`src/rtl/multicycle_control_unit.sv`:
```
// rtl/multicycle_control_unit.sv - Moore FSM control unit for a multicycle ARM-subset datapath
//
// Purpose: sequences fetch/decode/execute for data-processing, LDR/STR and
// branch instructions, with an optional memory wait counter and ARM-style
// conditional execution.
// Ports:
//   clock        rising-edge clock
//   reset        asynchronous active-low reset; forces all outputs to 0
//   INSTRUCTION  IR contents: cond[31:28] op[27:26] I[25] cmd[24:21] S/L[20]
//   FLAGS        N[3] Z[2] C[1] V[0]
//   A3Src..WD3Src single-bit datapath controls
//   ALUSrcA/ALUSrcB/ResultSrc/RegSrc 2-bit mux selects
//   ALUop        ALU operation code
//   STATE        current state code

module multicycle_control_unit #(
  parameter int MEM_LAT = 0,
  parameter int COND_EN = 1
) (
  input  logic        clock,
  input  logic        reset,
  input  logic [31:0] INSTRUCTION,
  input  logic [3:0]  FLAGS,
  output logic        A3Src,
  output logic        AdrSrc,
  output logic        FlagUpdate,
  output logic        IRWrite,
  output logic        MemWrite,
  output logic        PCWrite,
  output logic        RegWrite,
  output logic        WD3Src,
  output logic [1:0]  ALUSrcA,
  output logic [1:0]  ALUSrcB,
  output logic [1:0]  ResultSrc,
  output logic [1:0]  RegSrc,
  output logic [2:0]  ALUop,
  output logic [3:0]  STATE
);

  typedef enum logic [3:0] {
    FETCH    = 4'd0,
    DECODE   = 4'd1,
    MEMADR   = 4'd2,
    MEMREAD  = 4'd3,
    MEMWB    = 4'd4,
    MEMWRITE = 4'd5,
    EXECR    = 4'd6,
    EXECI    = 4'd7,
    ALUWB    = 4'd8,
    BRANCH   = 4'd9
  } state_t;

  localparam logic [2:0] LAT = MEM_LAT[2:0];

  state_t     state, state_next;
  logic [2:0] cnt, cnt_next;

  logic [3:0] cond;
  logic [1:0] op;
  logic       imm, sl;
  logic [3:0] cmd;
  logic       cond_true;
  logic       unused_bits;

  assign cond        = INSTRUCTION[31:28];
  assign op          = INSTRUCTION[27:26];
  assign imm         = INSTRUCTION[25];
  assign cmd         = INSTRUCTION[24:21];
  assign sl          = INSTRUCTION[20];
  assign unused_bits = ^{INSTRUCTION[19:0], FLAGS[1]};

  always_comb begin
    case (cond)
      4'b0000: cond_true = FLAGS[2];
      4'b0001: cond_true = ~FLAGS[2];
      4'b1010: cond_true = (FLAGS[3] == FLAGS[0]);
      4'b1011: cond_true = (FLAGS[3] != FLAGS[0]);
      4'b1110: cond_true = 1'b1;
      default: cond_true = 1'b0;
    endcase
    if (COND_EN == 0) cond_true = 1'b1;
  end

  always_ff @(posedge clock or negedge reset) begin
    if (!reset) begin
      state <= FETCH;
      cnt   <= 3'd0;
    end else begin
      state <= state_next;
      cnt   <= cnt_next;
    end
  end

  always_comb begin
    state_next = FETCH;
    cnt_next   = 3'd0;   // zero outside the memory states, so every entry starts at 0
    A3Src      = 1'b0;
    AdrSrc     = 1'b0;
    FlagUpdate = 1'b0;
    IRWrite    = 1'b0;
    MemWrite   = 1'b0;
    PCWrite    = 1'b0;
    RegWrite   = 1'b0;
    WD3Src     = 1'b0;
    ALUSrcA    = 2'b00;
    ALUSrcB    = 2'b00;
    ResultSrc  = 2'b00;
    RegSrc     = 2'b00;
    ALUop      = 3'b000;
    STATE      = state;

    case (state)
      FETCH: begin
        IRWrite    = 1'b1;
        PCWrite    = 1'b1;
        ALUSrcB    = 2'b11;
        ResultSrc  = 2'b10;
        ALUop      = 3'b100;
        state_next = DECODE;
      end
      DECODE: begin
        ALUSrcB   = 2'b11;
        ResultSrc = 2'b10;
        ALUop     = 3'b100;
        if (op == 2'b01)      RegSrc = 2'b10;
        else if (op == 2'b10) RegSrc = 2'b01;
        if (!cond_true) state_next = FETCH;
        else begin
          case (op)
            2'b00:   state_next = imm ? EXECI : EXECR;
            2'b01:   state_next = MEMADR;
            2'b10:   state_next = BRANCH;
            default: state_next = FETCH;
          endcase
        end
      end
      MEMADR: begin
        ALUSrcA    = 2'b01;
        ALUSrcB    = 2'b01;
        ALUop      = 3'b100;
        RegSrc     = 2'b10;
        state_next = sl ? MEMREAD : MEMWRITE;
      end
      MEMREAD: begin
        AdrSrc = 1'b1;
        RegSrc = 2'b10;
        if (cnt == LAT) state_next = MEMWB;
        else begin
          state_next = MEMREAD;
          cnt_next   = cnt + 3'd1;
        end
      end
      MEMWB: begin
        AdrSrc     = 1'b1;
        RegWrite   = 1'b1;
        ResultSrc  = 2'b01;
        RegSrc     = 2'b10;
        state_next = FETCH;
      end
      MEMWRITE: begin
        AdrSrc = 1'b1;
        RegSrc = 2'b10;
        // the store strobe is issued only once the wait cycles have elapsed
        if (cnt == LAT) begin
          MemWrite   = 1'b1;
          state_next = FETCH;
        end else begin
          state_next = MEMWRITE;
          cnt_next   = cnt + 3'd1;
        end
      end
      EXECR, EXECI: begin
        ALUSrcA = 2'b10;
        ALUSrcB = (state == EXECI) ? 2'b01 : 2'b00;
        case (cmd)
          4'b0000:          ALUop = 3'b000;
          4'b1100:          ALUop = 3'b001;
          4'b0010, 4'b1010: ALUop = 3'b010;
          4'b1101:          ALUop = 3'b101;
          default:          ALUop = 3'b100;
        endcase
        FlagUpdate = sl | (cmd == 4'b1010);
        state_next = (cmd == 4'b1010) ? FETCH : ALUWB;
      end
      ALUWB: begin
        RegWrite   = 1'b1;
        ALUSrcA    = 2'b01;
        state_next = FETCH;
      end
      BRANCH: begin
        ALUSrcA    = 2'b10;
        ALUSrcB    = 2'b01;
        ALUop      = 3'b100;
        ResultSrc  = 2'b10;
        RegSrc     = 2'b01;
        PCWrite    = 1'b1;
        state_next = FETCH;
      end
      default: state_next = FETCH;
    endcase

    // reset blanks every output immediately, independent of the clock
    if (!reset) begin
      AdrSrc     = 1'b0;
      FlagUpdate = 1'b0;
      IRWrite    = 1'b0;
      MemWrite   = 1'b0;
      PCWrite    = 1'b0;
      RegWrite   = 1'b0;
      ALUSrcA    = 2'b00;
      ALUSrcB    = 2'b00;
      ResultSrc  = 2'b00;
      RegSrc     = 2'b00;
      ALUop      = 3'b000;
      STATE      = 4'd0;
    end
  end

endmodule

```
`config.mk`:
```
export PLATFORM = sky130hd
export DESIGN_NAME = multicycle_control_unit
export DESIGN_NICKNAME = d
export VERILOG_FILES = /design/src/rtl/multicycle_control_unit.sv
export SDC_FILE = /design/constraint.sdc
export NUM_CORES = 1
export LEC_CHECK = 0
export ABC_AREA = 1
export ABC_CLOCK_PERIOD_IN_PS = 1500
export CAP_MARGIN = 20
export CORE_ASPECT_RATIO = 0.9
export CORE_MARGIN = 2
export CORE_UTILIZATION = 33
export CTS_CLUSTER_DIAMETER = 60
export DETAILED_ROUTE_END_ITERATION = 6
export PLACE_DENSITY = 0.77
export SLEW_MARGIN = 40
export SYNTH_ARGS = -nofsm -noshare
export SYNTH_HDL_FRONTEND = slang
export SYNTH_SLANG_ARGS = --single-unit
```
`constraint.sdc`:
```
create_clock -name clock -period 1.5 [get_ports clock]
set_input_delay 0.15 -clock clock [delete_from_list [all_inputs] [get_ports clock]]
set_output_delay 0.15 -clock clock [all_outputs]
set_load 0.005 [all_outputs]
```
Word level (Yosys, flattened, before mapping)
Cells that the tools add are included.
{"block": "totals", "in_bits": 38, "output_inout_bits": 23, "elab_cells": 83, "reg_bits": 7}
{"block": "classes", "muxes": 39, "eq_ne": 21, "n_bitwise": 2, "reduce_logical": 18, "add_sub_neg": 1}
{"operator": "4-bit equality test, second input constant", "count": 8}
{"operator": "4-bit case mux with 6 select lines", "count": 1}
{"operator": "3-bit two-way mux", "count": 6}
{"operator": "4-bit by 3-bit equality test with 1-bit output, second input constant", "count": 4}
{"operator": "1-bit two-way mux", "count": 16}
{"operator": "2-bit OR reduction", "count": 8}
{"operator": "4-bit by 2-bit equality test with 1-bit output, second input constant", "count": 3}
{"operator": "4-bit logical NOT", "count": 3}
{"operator": "4-bit two-way mux", "count": 3}
{"operator": "2-bit case mux with 3 select lines", "count": 2}
{"operator": "3-bit case mux with 4 select lines", "count": 1}
{"operator": "4-bit case mux with 3 select lines", "count": 1}
{"operator": "2-bit two-way mux", "count": 5}
{"operator": "3-bit OR reduction", "count": 3}
{"operator": "4-bit by 1-bit equality test with 1-bit output, second input constant", "count": 2}
{"operator": "2-bit case mux with 2 select lines", "count": 2}
{"operator": "4-bit OR reduction", "count": 2}
{"operator": "3-bit case mux with 2 select lines", "count": 1}
{"operator": "1-bit case mux with 5 select lines", "count": 1}
{"operator": "3-bit by 1-bit adder with 3-bit output, second input constant", "count": 1}
{"operator": "3-bit logical NOT", "count": 1}
{"operator": "2-bit by 1-bit equality test with 1-bit output, second input constant", "count": 1}
{"operator": "2-bit equality test, second input constant", "count": 1}
{"operator": "2-bit logical NOT", "count": 1}
{"operator": "other kinds (4)", "count": 4}

Depth between registers and ports, before layout
{"block": "logic_depth", "word_depth": 5, "depth_mapped": 10, "depth_no_buf": 9}

Worst setup path after synthesis
No wires, ideal clock.
{"block": "synth_timing", "path_type": "register -> output", "startpoint": "register state[1]", "endpoint": "output port RegSrc[0]", "path_slack_ns": 0.272, "t_arrival_ns": 1.078, "path_stages_with_launch": 9, "required_time_ns": 1.350, "n_path_buf": 1, "cell_sequence": "dfrtp_1 buf_6 clkinv_1 nand2_1 nor2_2 inv_2 nor2_4 nand2_1 a21oi_1"}
{"block": "synth_between", "elab_chain_cells": 4, "elab_cells_between_ends": 9, "classes_between": "6 x eq/ne; 2 x mux; 1 x reduce/logical"}
{"item": "from (decl)", "line_no": "55", "source": "state_t state, state_next;"}
{"item": "from (signal assigned)", "line_no": "89", "source": "state <= state_next;"}
{"item": "4-bit by 3-bit equality test with 1-bit output or 4-bit by 2-bit equality test with 1-bit output (tied branches)", "line_no": "112", "source": "case (state)"}
{"item": "4-bit OR reduction (no line)"}
{"item": "2-bit case mux with 3 select lines *", "line_no": "112"}
{"item": "2-bit two-way mux *", "line_no": "203", "source": "if (!reset) begin"}
{"item": "to (decl)", "line_no": "35", "source": "output logic [1:0] RegSrc,"}
Every way passes the cells marked *; elsewhere a longest branch is shown, timed or not.

Final worst setup path
{"block": "layout_timing", "startpoint": "register state[3]", "endpoint": "output port RegSrc[0]"}
The elaborated chain is that of the path after synthesis.

==> summary by stage <==
Final layout
The share of the core filled with cells in the final layout is 0.8383. In the final layout, flip-flops and latches occupy 176.4 um^2. The antenna diode count is 0. The final standard cell count with taps included and fillers excluded is 258. The fill cell instance count of the final layout is 117.

In the final layout, the multi-input gates occupy 659.4 um^2. The area overhead of the layout relative to synthesis is 140.5%. The most common library cell in the layout ignoring fill and taps is sky130_fd_sc_hd__buf_4.

The number of nets at the end of the flow is 272. The library cells used most frequently in the layout, excluding fill and tap cells, are sky130_fd_sc_hd__buf_4 (41), sky130_fd_sc_hd__nand2_1 (26), sky130_fd_sc_hd__buf_6 (22). In the final layout, the share of cells above drive strength 1 is 0.5671.

Worst setup path
The number of buffers and inverters on the critical path is 4. In this run the critical register-to-register path is captured at state[2]. Data arrives at the worst endpoint at 1.66 ns.

The critical path class is reg -> out. In this design, the largest share of critical-path delay is due to flip-flops. The critical path goes through inv_2 > nand2_4 > nor2_4 > buf_6 > inv_2 > nor2_4 > nand2_2 > a21oi_2 > buf_2. The sort of element at the end of the critical path is a primary output. Setup slack on the worst reg-to-reg path comes out at -0.05 ns. For this design, the slowest cell found on the critical path is sky130_fd_sc_hd__dfrtp_2. STA puts the critical path data required time at 1.35 ns. The nature of the critical path startpoint is a register.

For this run, the slowest stage of the critical path takes 0.49 ns. The startpoint of the worst register-to-register path is state[1]. Along the worst path, the maximum fanout reaches 6. The worst reg2reg path depth is 8.

Floorplanning
The die covers 0.002706 mm^2. The die is 49.55 um tall. The core footprint is 0.002182 mm^2.

The initialized floorplan defines 16 standard-cell rows. The initial utilization of the core area, before any placement, comes to 0.3486. The width of the chip is 54.61 um. 61 I/O pins were placed.

Hold path
The path class of the tightest hold or removal check is in -> async.

Drt
In the routed layout, each cell is associated on average with a via count of 5.469. The post-detailed-route wirelength per cell is 17.79 um. The final route contains 1,411 vias. For this block, the initial DRC count from the detailed router was 40. The number of design rule violations left after detail routing is 0. The iteration count of the initial detailed-routing pass is 4. The number of nets with antenna violations after routing is 0. The sum of routed wire length over all layers is 4589 um.

Power and ir drop
Power spread over the standard cell area amounts to 972.9 mW/mm^2. Across the VDD grid, the largest voltage drop is 0.0006427 V. Summed over all cells, the static leakage comes to 0.0009556 uW. The overall power is 1780 uW.

Logic synthesis
The post-synthesis average cell area is 5.807 um^2. Yosys printed 0 warnings. After synthesis the cells add up to 760.7 um^2. The count of state elements after synthesis is 7. The share of the Yosys chip area taken by registers is 0.2303.

The cell count after synthesis came out at 131. The synthesized netlist contains 27 unique library cells.

Global route
The total global routing track utilization is 0.3139. The total overflow reported by the global router is 0. The wire length of the first global-routing pass is 6168 um. The number of antenna violations at the first check in global routing came to 0.

Entering global routing, the biggest net connects 11 pins. The number of global-route vias before repair is 1,362.

Run
The tool flagged a number of max-cap violations equal to 0.

Timing
The number of pins exceeding their max-slew limit in the final report came to 0. The final critical-path required period is 1.812 ns. The clock skew is 0.01172 ns. Setup violations remaining at the end of the flow were counted as 18. On the final layout, the worst hold slack is 0.09116 ns. Setup repair after global routing could not meet its margin everywhere. The final hold violation count is 0.

The smallest setup slack after layout is -0.3125 ns. The highest clock rate is 551.7 MHz. The post-route fraction of the period consumed by the critical path is 1.208.

CTS
The clock root buffer is sky130_fd_sc_hd__clkbuf_4. TritonCTS built the clock tree. The clock latency at the later pin of the worst-skew pair is 0.27 ns. The maximum buffer depth of the clock tree is 2. After clock tree synthesis, the clock-pin slew on the worst setup and hold paths is 0.06 ns. Clock tree synthesis found a total of 7 sinks. The number of CTS-inserted buffers is 3. The H-tree depth reported by CTS is 1.

Placement
The routability congestion estimate from global placement is 0.9174. Counting tap cells, the placed design contains a total of 222 instances. The pre-CTS setup slack is -0.3597 ns. Buffers placed on the I/O ports in this run total 37.

The HPWL after detailed placement is 2034 um.

Run status
The flow ran to the end, but the final reports show violations. The final reports fail on setup timing.
[worst reg2reg max path, stage by stage (launching register included)]
cell	delay (ns)
sky130_fd_sc_hd__dfrtp_1	0.44
sky130_fd_sc_hd__buf_6	0.16
sky130_fd_sc_hd__buf_4	0.13
sky130_fd_sc_hd__buf_4	0.15
sky130_fd_sc_hd__nand3_4	0.08
sky130_fd_sc_hd__buf_6	0.12
sky130_fd_sc_hd__o22ai_1	0.08
sky130_fd_sc_hd__nor2_1	0.19
sky130_fd_sc_hd__nand2_1	0.09
[cells in the mapped netlist, drive strengths merged]
cell type  number  share of area
nand4           3          0.025
dfrtp           7           0.23
clkinv          1         0.0049
buf             3          0.035
inv            26           0.13
nand2          36           0.18
o22ai           2          0.016
xnor2           1          0.012
o21ai           4          0.031
nor3            2          0.013
a21oi           8          0.058
a41oi           1          0.012
conb            1         0.0049
a21o            1         0.0099
ha              2          0.033
clkbuf          1         0.0049
nand3           9          0.059
and2            1         0.0082
nor2           21           0.13
nor4            1         0.0082
[repair_timing]
item / 4_1_cts / 5_1_grt
setup buffers: 26 / 13
gates resized for setup: 116 / 38
pin swaps: 15 / 19
endpoints found under the hold margin: 0 / 0
endpoints found under the setup margin: 21 / 24
hold buffers: 0 / 0
[state kept, by name (all words and copies together), names as in the netlist]
register  count
cnt           3
state         4
[power breakdown]
part           leakage (uW)  switching (uW)  internal (uW)
Sequential        0.0000934            32.0            212
Clock             0.0000150            84.8            102
Combinational      0.000847             643            706
[layer usage]
layer  global-route usage  vias to the layer above  part of all wire
li1                     -                      606                 -
met1               0.3371                      662              0.37
met2               0.5417                      110              0.50
met3              0.05152                       33             0.072
met4               0.2000                        0             0.055
met5                    0                        -                 0
[worst max-delay path by stage]
stage	from	endpoint	slack, ns	cells after the start
floorplan	state[1]	RegSrc[0]	0.27	8
global placement	reset	ALUSrcB[0]	-0.33	6
detailed placement	reset	IRWrite	-0.36	6
CTS	state[2]	ALUSrcB[0]	-0.20	8
global route	state[3]	RegSrc[0]	-0.34	9
finish	state[3]	RegSrc[0]	-0.31	9
[final cells by class]
cell class                 instances  share of cell area
inverter                          27             0.05540
sequential                         7             0.09644
clock buffer                       4             0.01436
timing repair buffer              99              0.4549
multi-input combinational         94              0.3605
tap                               27             0.01847
[through the flow]
stage | TNS, ns | instance area (um^2)
2_1_floorplan | 0 | 764.5
3_3_place_gp | -5.126 | 1364
3_5_place_dp | -5.477 | 1364
4_1_cts | -1.676 | 1658
5_1_grt | -3.975 | 1829
6_report | -3.120 | 1829
[cells by family after synthesis]
| group | synth area share |
|---|---|
| other | 0.004929 |
| AND/OR/NAND/NOR | 0.4211 |
| flip-flops | 0.2303 |
| adder cells (fa/ha/maj) | 0.03289 |
| AO/OA/AOI/OAI | 0.1266 |
| buffers and inverters | 0.1727 |
| XOR/XNOR | 0.01152 |
Power figures use the tool's default switching activity.
